File: src/rtl/frame_buffer_arbiter_if.sv
// frame_buffer_arbiter_if: CPU, display and RAM bus signals of the frame buffer arbiter
interface frame_buffer_arbiter_if #(
  parameter int ADDR_WIDTH = 19,
  parameter int DATA_WIDTH = 12
);
  logic start, cpu_req, cpu_we, cpu_gnt, cpu_rvalid, disp_req, disp_rvalid, disp_miss, ram_we, done;
  logic [ADDR_WIDTH-1:0] cpu_addr, disp_addr, ram_addr;
  logic [DATA_WIDTH-1:0] cpu_wdata, cpu_rdata, disp_rdata, ram_wdata, ram_rdata;
  logic [1:0] phase;
  modport master (
    output start, cpu_req, cpu_we, cpu_addr, cpu_wdata, disp_req, disp_addr, ram_rdata,
    input cpu_gnt, cpu_rvalid, cpu_rdata, disp_rvalid, disp_rdata, disp_miss, ram_addr, ram_we,
    ram_wdata, phase, done
  );
  modport slave (
    input start, cpu_req, cpu_we, cpu_addr, cpu_wdata, disp_req, disp_addr, ram_rdata,
    output cpu_gnt, cpu_rvalid, cpu_rdata, disp_rvalid, disp_rdata, disp_miss, ram_addr, ram_we,
    ram_wdata, phase, done
  );
endinterface

File: src/rtl/frame_buffer_arbiter.sv
// frame_buffer_arbiter: IDLE/RUN/SHOW sequencer and single-port image RAM arbiter (display vs CPU)
module frame_buffer_arbiter #(
  parameter int ADDR_WIDTH = 19,
  parameter int DATA_WIDTH = 12,
  parameter int PIXEL_COUNT = 307200,
  parameter int MAX_WAIT = 15
) (
  input logic clk,
  input logic reset,
  frame_buffer_arbiter_if.slave bus
);
  localparam int WW = $clog2(MAX_WAIT + 1);
  localparam logic [ADDR_WIDTH-1:0] LAST_ADDR = ADDR_WIDTH'(PIXEL_COUNT - 1);
  localparam logic [WW-1:0] WAIT_MAX = WW'(MAX_WAIT);
  typedef enum logic [1:0] {IDLE = 2'b00, RUN = 2'b01, SHOW = 2'b10} state_t;
  state_t state, state_nxt;
  logic [WW-1:0] wait_cnt;
  logic cpu_gnt, disp_gnt, cpu_rd_q, disp_rd_q, last_wr;
  logic [DATA_WIDTH-1:0] cpu_hold, disp_hold;
  // Outside RUN the display has priority until the CPU has been starved MAX_WAIT cycles
  assign cpu_gnt = bus.cpu_req && (state == RUN || !bus.disp_req || wait_cnt == WAIT_MAX);
  assign disp_gnt = bus.disp_req && !cpu_gnt;
  assign last_wr = cpu_gnt && bus.cpu_we && bus.cpu_addr == LAST_ADDR;
  always_comb begin
    state_nxt = state;
    state_nxt = (state == RUN) ? (last_wr ? SHOW : RUN) : (bus.start ? RUN : state);
  end
  always_ff @(posedge clk or negedge reset)
    if (!reset) begin
      state <= IDLE;
      wait_cnt <= '0;
      cpu_rd_q <= 1'b0;
      disp_rd_q <= 1'b0;
      cpu_hold <= '0;
      disp_hold <= '0;
    end else begin
      state <= state_nxt;
      wait_cnt <= (bus.cpu_req && !cpu_gnt) ? ((wait_cnt == WAIT_MAX) ? wait_cnt : wait_cnt + 1'b1) : '0;
      cpu_rd_q <= cpu_gnt && !bus.cpu_we;
      disp_rd_q <= disp_gnt;
      if (cpu_rd_q) cpu_hold <= bus.ram_rdata;
      if (disp_rd_q) disp_hold <= bus.ram_rdata;
    end
  // RAM data arrives the cycle after the grant; the hold regs keep it afterwards
  assign bus.cpu_gnt = cpu_gnt;
  assign bus.disp_miss = bus.disp_req && cpu_gnt;
  assign bus.ram_addr = cpu_gnt ? bus.cpu_addr : bus.disp_addr;
  assign bus.ram_we = cpu_gnt && bus.cpu_we;
  assign bus.ram_wdata = bus.cpu_wdata;
  assign bus.cpu_rvalid = cpu_rd_q;
  assign bus.cpu_rdata = cpu_rd_q ? bus.ram_rdata : cpu_hold;
  assign bus.disp_rvalid = disp_rd_q;
  assign bus.disp_rdata = disp_rd_q ? bus.ram_rdata : disp_hold;
  assign bus.phase = state;
  assign bus.done = state == SHOW;
endmodule

File: src/flat_wrapper.sv
// flat-port wrapper written by rule: the top's interface ports become plain ports
module frame_buffer_arbiter_flat 
#(
  parameter int ADDR_WIDTH = 19,
  parameter int DATA_WIDTH = 12,
  parameter int PIXEL_COUNT = 307200,
  parameter int MAX_WAIT = 15
)
  (clk, reset, bus_start, bus_cpu_req, bus_cpu_we, bus_cpu_addr, bus_cpu_wdata, bus_disp_req, bus_disp_addr, bus_ram_rdata, bus_cpu_gnt, bus_cpu_rvalid, bus_cpu_rdata, bus_disp_rvalid, bus_disp_rdata, bus_disp_miss, bus_ram_addr, bus_ram_we, bus_ram_wdata, bus_phase, bus_done);
  frame_buffer_arbiter_if #(.ADDR_WIDTH(ADDR_WIDTH), .DATA_WIDTH(DATA_WIDTH)) bus_i ();
  input logic clk;
  input logic reset;
  input wire logic [$bits(bus_i.start)-1:0] bus_start;
  input wire logic [$bits(bus_i.cpu_req)-1:0] bus_cpu_req;
  input wire logic [$bits(bus_i.cpu_we)-1:0] bus_cpu_we;
  input wire logic [$bits(bus_i.cpu_addr)-1:0] bus_cpu_addr;
  input wire logic [$bits(bus_i.cpu_wdata)-1:0] bus_cpu_wdata;
  input wire logic [$bits(bus_i.disp_req)-1:0] bus_disp_req;
  input wire logic [$bits(bus_i.disp_addr)-1:0] bus_disp_addr;
  input wire logic [$bits(bus_i.ram_rdata)-1:0] bus_ram_rdata;
  output wire logic [$bits(bus_i.cpu_gnt)-1:0] bus_cpu_gnt;
  output wire logic [$bits(bus_i.cpu_rvalid)-1:0] bus_cpu_rvalid;
  output wire logic [$bits(bus_i.cpu_rdata)-1:0] bus_cpu_rdata;
  output wire logic [$bits(bus_i.disp_rvalid)-1:0] bus_disp_rvalid;
  output wire logic [$bits(bus_i.disp_rdata)-1:0] bus_disp_rdata;
  output wire logic [$bits(bus_i.disp_miss)-1:0] bus_disp_miss;
  output wire logic [$bits(bus_i.ram_addr)-1:0] bus_ram_addr;
  output wire logic [$bits(bus_i.ram_we)-1:0] bus_ram_we;
  output wire logic [$bits(bus_i.ram_wdata)-1:0] bus_ram_wdata;
  output wire logic [$bits(bus_i.phase)-1:0] bus_phase;
  output wire logic [$bits(bus_i.done)-1:0] bus_done;
  assign bus_i.start = bus_start;
  assign bus_i.cpu_req = bus_cpu_req;
  assign bus_i.cpu_we = bus_cpu_we;
  assign bus_i.cpu_addr = bus_cpu_addr;
  assign bus_i.cpu_wdata = bus_cpu_wdata;
  assign bus_i.disp_req = bus_disp_req;
  assign bus_i.disp_addr = bus_disp_addr;
  assign bus_i.ram_rdata = bus_ram_rdata;
  assign bus_cpu_gnt = bus_i.cpu_gnt;
  assign bus_cpu_rvalid = bus_i.cpu_rvalid;
  assign bus_cpu_rdata = bus_i.cpu_rdata;
  assign bus_disp_rvalid = bus_i.disp_rvalid;
  assign bus_disp_rdata = bus_i.disp_rdata;
  assign bus_disp_miss = bus_i.disp_miss;
  assign bus_ram_addr = bus_i.ram_addr;
  assign bus_ram_we = bus_i.ram_we;
  assign bus_ram_wdata = bus_i.ram_wdata;
  assign bus_phase = bus_i.phase;
  assign bus_done = bus_i.done;
  frame_buffer_arbiter #(.ADDR_WIDTH(ADDR_WIDTH), .DATA_WIDTH(DATA_WIDTH), .PIXEL_COUNT(PIXEL_COUNT), .MAX_WAIT(MAX_WAIT)) u_core (.clk(clk), .reset(reset), .bus(bus_i));
endmodule
File: config.mk
export PLATFORM = sky130hd
export DESIGN_NAME = frame_buffer_arbiter_flat
export DESIGN_NICKNAME = d
export VERILOG_FILES = /design/src/rtl/frame_buffer_arbiter_if.sv /design/src/rtl/frame_buffer_arbiter.sv /design/src/flat_wrapper.sv
export SDC_FILE = /design/constraint.sdc
export NUM_CORES = 1
export LEC_CHECK = 0
export ABC_AREA = 1
export BUFFER_PORTS_ARGS = -buffer_cell sky130_fd_sc_hd__buf_4
export CAP_MARGIN = 20
export CORE_AREA = 2 2 54 94
export CTS_BUF_LIST = sky130_fd_sc_hd__clkbuf_8
export DETAILED_ROUTE_END_ITERATION = 12
export DIE_AREA = 0 0 56 96
export GPL_TIMING_DRIVEN = 0
export PLACE_DENSITY = 0.83
export SYNTH_ARGS = -nofsm -noshare
export SYNTH_HDL_FRONTEND = slang
export SYNTH_SLANG_ARGS = --single-unit
export TNS_END_PERCENT = 10
File: constraint.sdc
create_clock -name clk -period 1.4 [get_ports clk]
set_clock_uncertainty 0.15 [all_clocks]
set_input_delay 0.14 -clock clk [delete_from_list [all_inputs] [get_ports clk]]
set_output_delay 0.14 -clock clk [all_outputs]
set_load 0.05 [all_outputs]
==> out/qor.yml, run 1 <==
ys_seq_area_frac: 0.481
period_minus_slack_ps: 2020
synth.most_common_cell: "nand2_1"
die_w_um: 56
synth-edff-count: 0
coreArea_sq_um: 4620
end_kind: "output pin"
p_leak_nw: 1.76
avgSynthCellArea_sq_um: 9.30
hold_path.class: "primary input to flip-flop"
postRouteAntennaNets: 0
powerDensity_nw_per_um2: 1020
crit_slowest_cell: "dfrtp_1"
period_share: 1.44
grt_max_degree: 33
ff2ff_path_depth: 7
max_clock_freq_ghz: 0.496
synth_cells: 179
tritoncts: "yes"
worst_pin_slew_ps: 389
ys_ff_latch: 32
hold_path_depth: 2
place_congestion: 0.767
synth_top_area_frac: 0.481
cp.arrival_ps: 1730
path_delay_family: "simple AND/OR/NAND/NOR gates"
final_layout_size_suffix_gt1_frac: 0.698
status: "finished, violations left"
synthTopCellsByCount: "nand2_1 (58), dfrtp_1 (32), mux2_2 (24)"
hp-start: "bus_ram_rdata[2]"
timing.final.ws_setup_ps: -615
rows: 33
grt_pass1_wl_mm: 7.70
finalNonFillerCells: 367
via_per_inst: 4.79
hold_end: "u_core.disp_hold[2]"
clk_pin_slew_ps: 60
finalHoldViolations: 22
peakVddDrop_mv: 0.770
critPathLaunch: "u_core.wait_cnt[1]"
r2r_slack_ps: -90
antenna_found_initial: 0
syn_area_sq_um: 1660
clockBufferDepth: 2
area_delta_synth_final_pct: 104
fp.dieArea_sq_um: 5380
multiInputGateArea_sq_um: 1000
drtPass1Iterations: 4
synth.area.top_cells: "dfrtp_1 (48%), mux2_2 (16%), nand2_1 (13%)"
final.setup.tns_ps: -17800
numCtsBuffers: 5
clk_latency_ps: 270
violations: "hold timing, setup timing"
fin_area_sq_um: 3400
wl_mm: 5.60
vias: 1758
antenna_cells: 0
cp-start-kind: "flip-flop"
gr-total-overflow: 0
clock-sinks: 32
setup_violations: 50
crit_chain: "ha_2 -> nand3_4 -> nand3_4 -> nand2_8 -> inv_6 -> buf_12 -> nand2_2 -> nand2_4 -> buf_8"
grt_usage: 0.186
ios: 131
cp_common_cell: "nand3_4"
placed_cells: 349
maxSlewHeadroom: 0.741
dieHeight_um: 96
portBuffers: 118
drc: 0
netlist-cell-type-count: 20
r2r_end: "u_core.bus.disp_rvalid"
fin_nets: 383
placedInstanceArea_sq_um: 2790
crit_fanout: 10
first_global_vias: 1859
ys_warn_count: 0
cts_hold_buf: 3
r2r-start: "u_core.wait_cnt[1]"
hpwl_mm: 3.80
synth_ff_type: "dfrtp_1"
max_cap_viol_count: 0
synth_top_area_cell: "dfrtp_1"
fill_cells: 288
required_ps: 1110
path_class: "flip-flop to output pin"
whs_ps: -25.4
critPathMaxStageDelay_ps: 390
async_flop_share: 1.00
wl_per_cell_um: 15.3
drt-initial-drc-count: 23
start_util: 0.360
maxSlewViolCount: 0
rsz0062_at_grt: "true"
ctsRootBufferMaster: "clkbuf_8"
h-tree-depth: 2
seqCellArea_sq_um: 806
synth_nets: 248
crit_buf_inv: 3
## registers in the layout, indices dropped and copies added (netlist names)
register	count
u_core.cpu_hold	12
u_core.bus.cpu_rvalid	1
u_core.disp_hold	12
u_core.wait_cnt	4
u_core.bus.disp_rvalid	1
u_core.bus.phase	2
## per-stage QoR
| step | power [mW] | setup WS, ps | util |
|---|---|---|---|
| after CTS | 3.39 | -612 | 0.693 |
| after detailed placement | 2.49 | -438 | 0.603 |
| after global routing | 3.59 | -686 | 0.735 |
| after global placement | 2.48 | -417 | 0.603 |
| final | 3.45 | -615 | 0.735 |
| after floorplan | 2.03 | -229 | - |
## per-layer routing
| metal | wire length [um] | track usage | vias to the layer above | share of wire |
|---|---|---|---|---|
| li1 | - | - | 819 | - |
| met1 | 1680 | 0.160 | 816 | 0.30 |
| met2 | 3210 | 0.368 | 108 | 0.57 |
| met3 | 524 | 0.0780 | 15 | 0.094 |
| met4 | 187 | 0.0774 | 0 | 0.033 |
| met5 | 0 | 0 | - | 0 |
## logic make-up (layout without fill, tap and decap cells)
logic type | count (synthesis) | in the layout | share of synthesized area
AOI/OAI and AO/OA | 5 | 5 | 0.0165
xor gates and xnor gates | 2 | 2 | 0.0105
adders and majority gates | 1 | 1 | 0.00752
buffers and inverters | 32 | 167 | 0.115
DFF | 32 | 32 | 0.481
muxes | 24 | 24 | 0.162
and+or+nand+nor | 83 | 84 | 0.207
## final cells by class
class,count,share of cell area
buffer,17,0.0545
clock buffer,6,0.0243
clock inverter,2,0.00221
inverter,15,0.0180
multi-input combinational,116,0.295
sequential,32,0.237
tap,52,0.0191
timing repair buffer,127,0.350
## worst max path at each step
stage	depth (start not counted)	slack [ps]	endpoint
CTS	9	-610	bus_ram_addr[7]
finish	9	-620	bus_ram_addr[13]
detailed placement	8	-440	bus_ram_addr[6]
global placement	8	-420	bus_ram_addr[13]
global route	8	-690	bus_ram_addr[9]
floorplan	6	-230	bus_ram_addr[14]
## what timing repair did
action | CTS | global route
endpoints found under the hold margin | 59 | 25
buffers inserted | 2 | 3
resized for setup | 77 | 34
setup endpoints to repair | 48 | 48
cloned | 0 | 2
pin swaps | 1 | 6
## layout by cell type, fill, tap and decap left out, types with 4 or more instances in the layout
master / n
nand2_2: 13
clkbuf_8: 6
buf_12: 4
dfrtp_2: 4
mux2_4: 20
buf_4: 90
mux2_2: 4
inv_1: 15
nand2_4: 19
buf_8: 12
buf_6: 34
dfrtp_1: 28
nor2_1: 13
nand2_1: 28
## report_power, final
group | internal, mW | leakage [nW] | switching (mW)
sequential | 1.03 | 0.381 | 0.0354
clock | 0.386 | 0.0538 | 0.308
combinational | 0.698 | 1.32 | 0.991
total | 2.12 | 1.76 | 1.33
## worst reg2reg max path, cell delays in order, from the launching register on
cell and delay [ps]:
dfrtp_1 390, ha_2 210, nand3_4 110, nand3_4 130, nand2_8 140, inv_6 60
buf_12 150, nor2_1 90
Note: power is estimated with default switching activity, not from simulation.
==> run 2: changes to the inputs <==
--- a/config.mk
+++ b/config.mk
@@ -5,7 +5,7 @@
 export SDC_FILE = /design/constraint.sdc
 export NUM_CORES = 1
 export LEC_CHECK = 0
-export ABC_AREA = 1
+export ABC_CLOCK_PERIOD_IN_PS = 1400
 export BUFFER_PORTS_ARGS = -buffer_cell sky130_fd_sc_hd__buf_4
 export CAP_MARGIN = 20
 export CORE_AREA = 2 2 54 94
@@ -13,7 +13,7 @@
 export DETAILED_ROUTE_END_ITERATION = 12
 export DIE_AREA = 0 0 56 96
 export GPL_TIMING_DRIVEN = 0
-export PLACE_DENSITY = 0.83
+export PLACE_DENSITY = 0.82
 export SYNTH_ARGS = -nofsm -noshare
 export SYNTH_HDL_FRONTEND = slang
 export SYNTH_SLANG_ARGS = --single-unit
==> out/qor.yml, run 2 <==
clockBufferDepth: 2
multiInputGateArea_sq_um: 862
fin_nets: 330
gr-total-overflow: 0
ys_seq_area_frac: 0.500
final_layout_size_suffix_gt1_frac: 0.786
crit_cells: 7
ios: 131
hold_path_depth: 2
tritoncts: "yes"
max_clock_freq_ghz: 0.454
met3RoutedLength_um: 508
h-tree-depth: 2
numCtsBuffers: 5
peakVddDrop_mv: 0.980
setup_violations: 48
layout_commonest_cell: "buf_4"
path_delay_family: "buffers and inverters"
synth_top_area_frac: 0.500
violations: "hold timing, setup timing"
postRouteAntennaNets: 0
layout_common_cells: "buf_4 (94), buf_6 (40), mux2_4 (39), dfrtp_1 (28), buf_8 (7)"
antenna_cells: 0
cts_hold_buf: 4
area_delta_synth_final_pct: 103
maxSlewHeadroom: 0.731
wl_met1_mm: 1.64
synth_ff_type: "dfrtp_1"
ctsRootBufferMaster: "clkbuf_8"
grt_pass1_wl_mm: 8.25
period_minus_slack_ps: 2200
rows: 33
period_share: 1.57
cp.arrival_ps: 1910
status: "finished, violations left"
p_leak_nw: 1.63
wl_per_cell_um: 16.6
clk_latency_ps: 280
vias: 1519
synthTopCellsByCount: "mux2_2 (42), dfrtp_1 (32), buf_4 (14)"
hp-start: "bus_ram_rdata[10]"
crit_buf_inv: 3
top_regs: "u_core.cpu_hold x12, u_core.disp_hold x12, u_core.wait_cnt x4"
grt_max_degree: 33
whs_ps: -33.0
drc: 0
placed_cells: 291
synth_top_area_cell: "dfrtp_1"
finalNonFillerCells: 314
portBuffers: 118
antenna_found_initial: 0
hpwl_mm: 3.65
r2r_slack_ps: -60
powerDensity_nw_per_um2: 1090
crit_fanout: 5
avgSynthCellArea_sq_um: 13.2
grt_usage: 0.196
cp-start-kind: "flip-flop"
ys_ff_latch: 32
fill_cells: 309
synth_nets: 190
netlist-cell-type-count: 23
die_w_um: 56
clock-sinks: 32
wl_mm: 5.23
via_per_inst: 4.84
synth.most_common_cell: "mux2_2"
r2r-start: "u_core.wait_cnt[0]"
synth-edff-count: 0
end_kind: "output pin"
critPathMaxStageDelay_ps: 390
dieHeight_um: 96
seqCellArea_sq_um: 806
rsz0062_at_grt: "true"
path_class: "flip-flop to output pin"
critPathLaunch: "u_core.wait_cnt[0]"
async_flop_share: 1.00
ys_warn_count: 0
place_ws_ps: -675
place_congestion: 0.758
clk_pin_slew_ps: 70
ff2ff_path_depth: 5
first_global_vias: 1780
syn_area_sq_um: 1600
crit_chain: "ha_4 -> nand3_4 -> a31oi_4 -> buf_12 -> buf_16 -> mux2_4 -> buf_6"
fp.dieArea_sq_um: 5380
max_cap_viol_count: 0
r2r_end: "u_core.bus.cpu_rvalid"
drtPass1Iterations: 4
maxSlewViolCount: 0
crit_slowest_cell: "dfrtp_1"
finalHoldViolations: 24
start_util: 0.346
cp-endpoint: "bus_ram_addr[11]"
required_ps: 1110
synth.area.top_cells: "dfrtp_1 (50%), mux2_2 (30%), buf_4 (6.6%)"
worst_pin_slew_ps: 404
synth_cells: 121
met2_length_mm: 3.00
top_layer: "met4"
coreArea_sq_um: 4620
timing.final.ws_setup_ps: -801
drt-initial-drc-count: 14
hold_path.class: "primary input to flip-flop"
-- run 2: changes by cell type in the layout (fill, tap and decap cells not counted), sizes merged, moves of 2 or more --
| cell | before | now |
|---|---|---|
| o21ai | 4 | 0 |
| nand4 | 2 | 4 |
| inv | 17 | 4 |
| buf | 140 | 145 |
| clkbuf | 7 | 5 |
| nor2b | 0 | 2 |
| nand2 | 61 | 1 |
| nor2 | 15 | 5 |
| nand3 | 6 | 2 |
| and2 | 0 | 2 |
| mux2 | 24 | 43 |
-- run 2: stage by stage --
stage | power, mW | TNS [ps] | util | instance area, sq um | hold WS, ps
floorplan | 2.00 | -22620 | - | 1690 | -306
global placement | 2.44 | -15960 | 0.572 | 2640 | -54.5
detailed placement | 2.45 | -16870 | 0.572 | 2640 | -52.4
CTS | 3.55 | -22350 | 0.689 | 3190 | -33.4
global route | 3.67 | -24140 | 0.701 | 3240 | -30.7
finish | 3.54 | -21970 | 0.701 | 3240 | -33.0
-- run 2: timing repair --
item | 4_1_cts | 5_1_grt
setup buffers | 8 | 3
hold endpoints to repair | 60 | 24
resized for setup | 86 | 6
cloned | 1 | 0
pin swaps | 3 | 3
endpoints found under the setup margin | 51 | 53
-- run 2: worst min path at each step --
| stage | to | slack [ps] |
|---|---|---|
| 2_1_floorplan | u_core.bus.cpu_rvalid | -310 |
| 3_3_place_gp | u_core.disp_hold[1] | -50 |
| 3_5_place_dp | u_core.disp_hold[1] | -50 |
| 4_1_cts | u_core.cpu_hold[2] | -30 |
| 5_1_grt | u_core.cpu_hold[10] | -30 |
| 6_report | u_core.cpu_hold[10] | -30 |
-- run 2: report_power, final --
part / total, mW / switching (mW) / internal, mW
combinational: 1.62 / 0.918 / 0.706
sequential: 1.07 / 0.0350 / 1.03
clock: 0.852 / 0.331 / 0.521
total: 3.54 / 1.28 / 2.26
-- run 2: metal layers --
metal / track usage / vias up
met4: 0.0575 / 0
met1: 0.183 / 725
met5: 0 / -
met3: 0.0645 / 10
li1: - / 691
met2: 0.393 / 93
-- run 2: layout make-up --
type,count,share of cell area
flip-flops and latches,32,0.249
clock buffers,5,0.0212
well taps,52,0.0201
repair buffers,134,0.384
inverters,3,0.00347
clock inverters,3,0.0120
multi-input cells,70,0.266
plain buffers,15,0.0448
-- run 2: kinds of logic (layout without fill, tap and decap cells) --
group                      after synthesis  after routing  synth area share
DFF                                     32             32             0.500
muxes                                   43             43             0.303
and+or+nand+nor                         21             21            0.0766
adders and majority gates                1              1           0.00782
buffers and inverters                   19            160            0.0790
xor gates and xnor gates                 2              2            0.0109
AOI/OAI and AO/OA                        3              3            0.0227
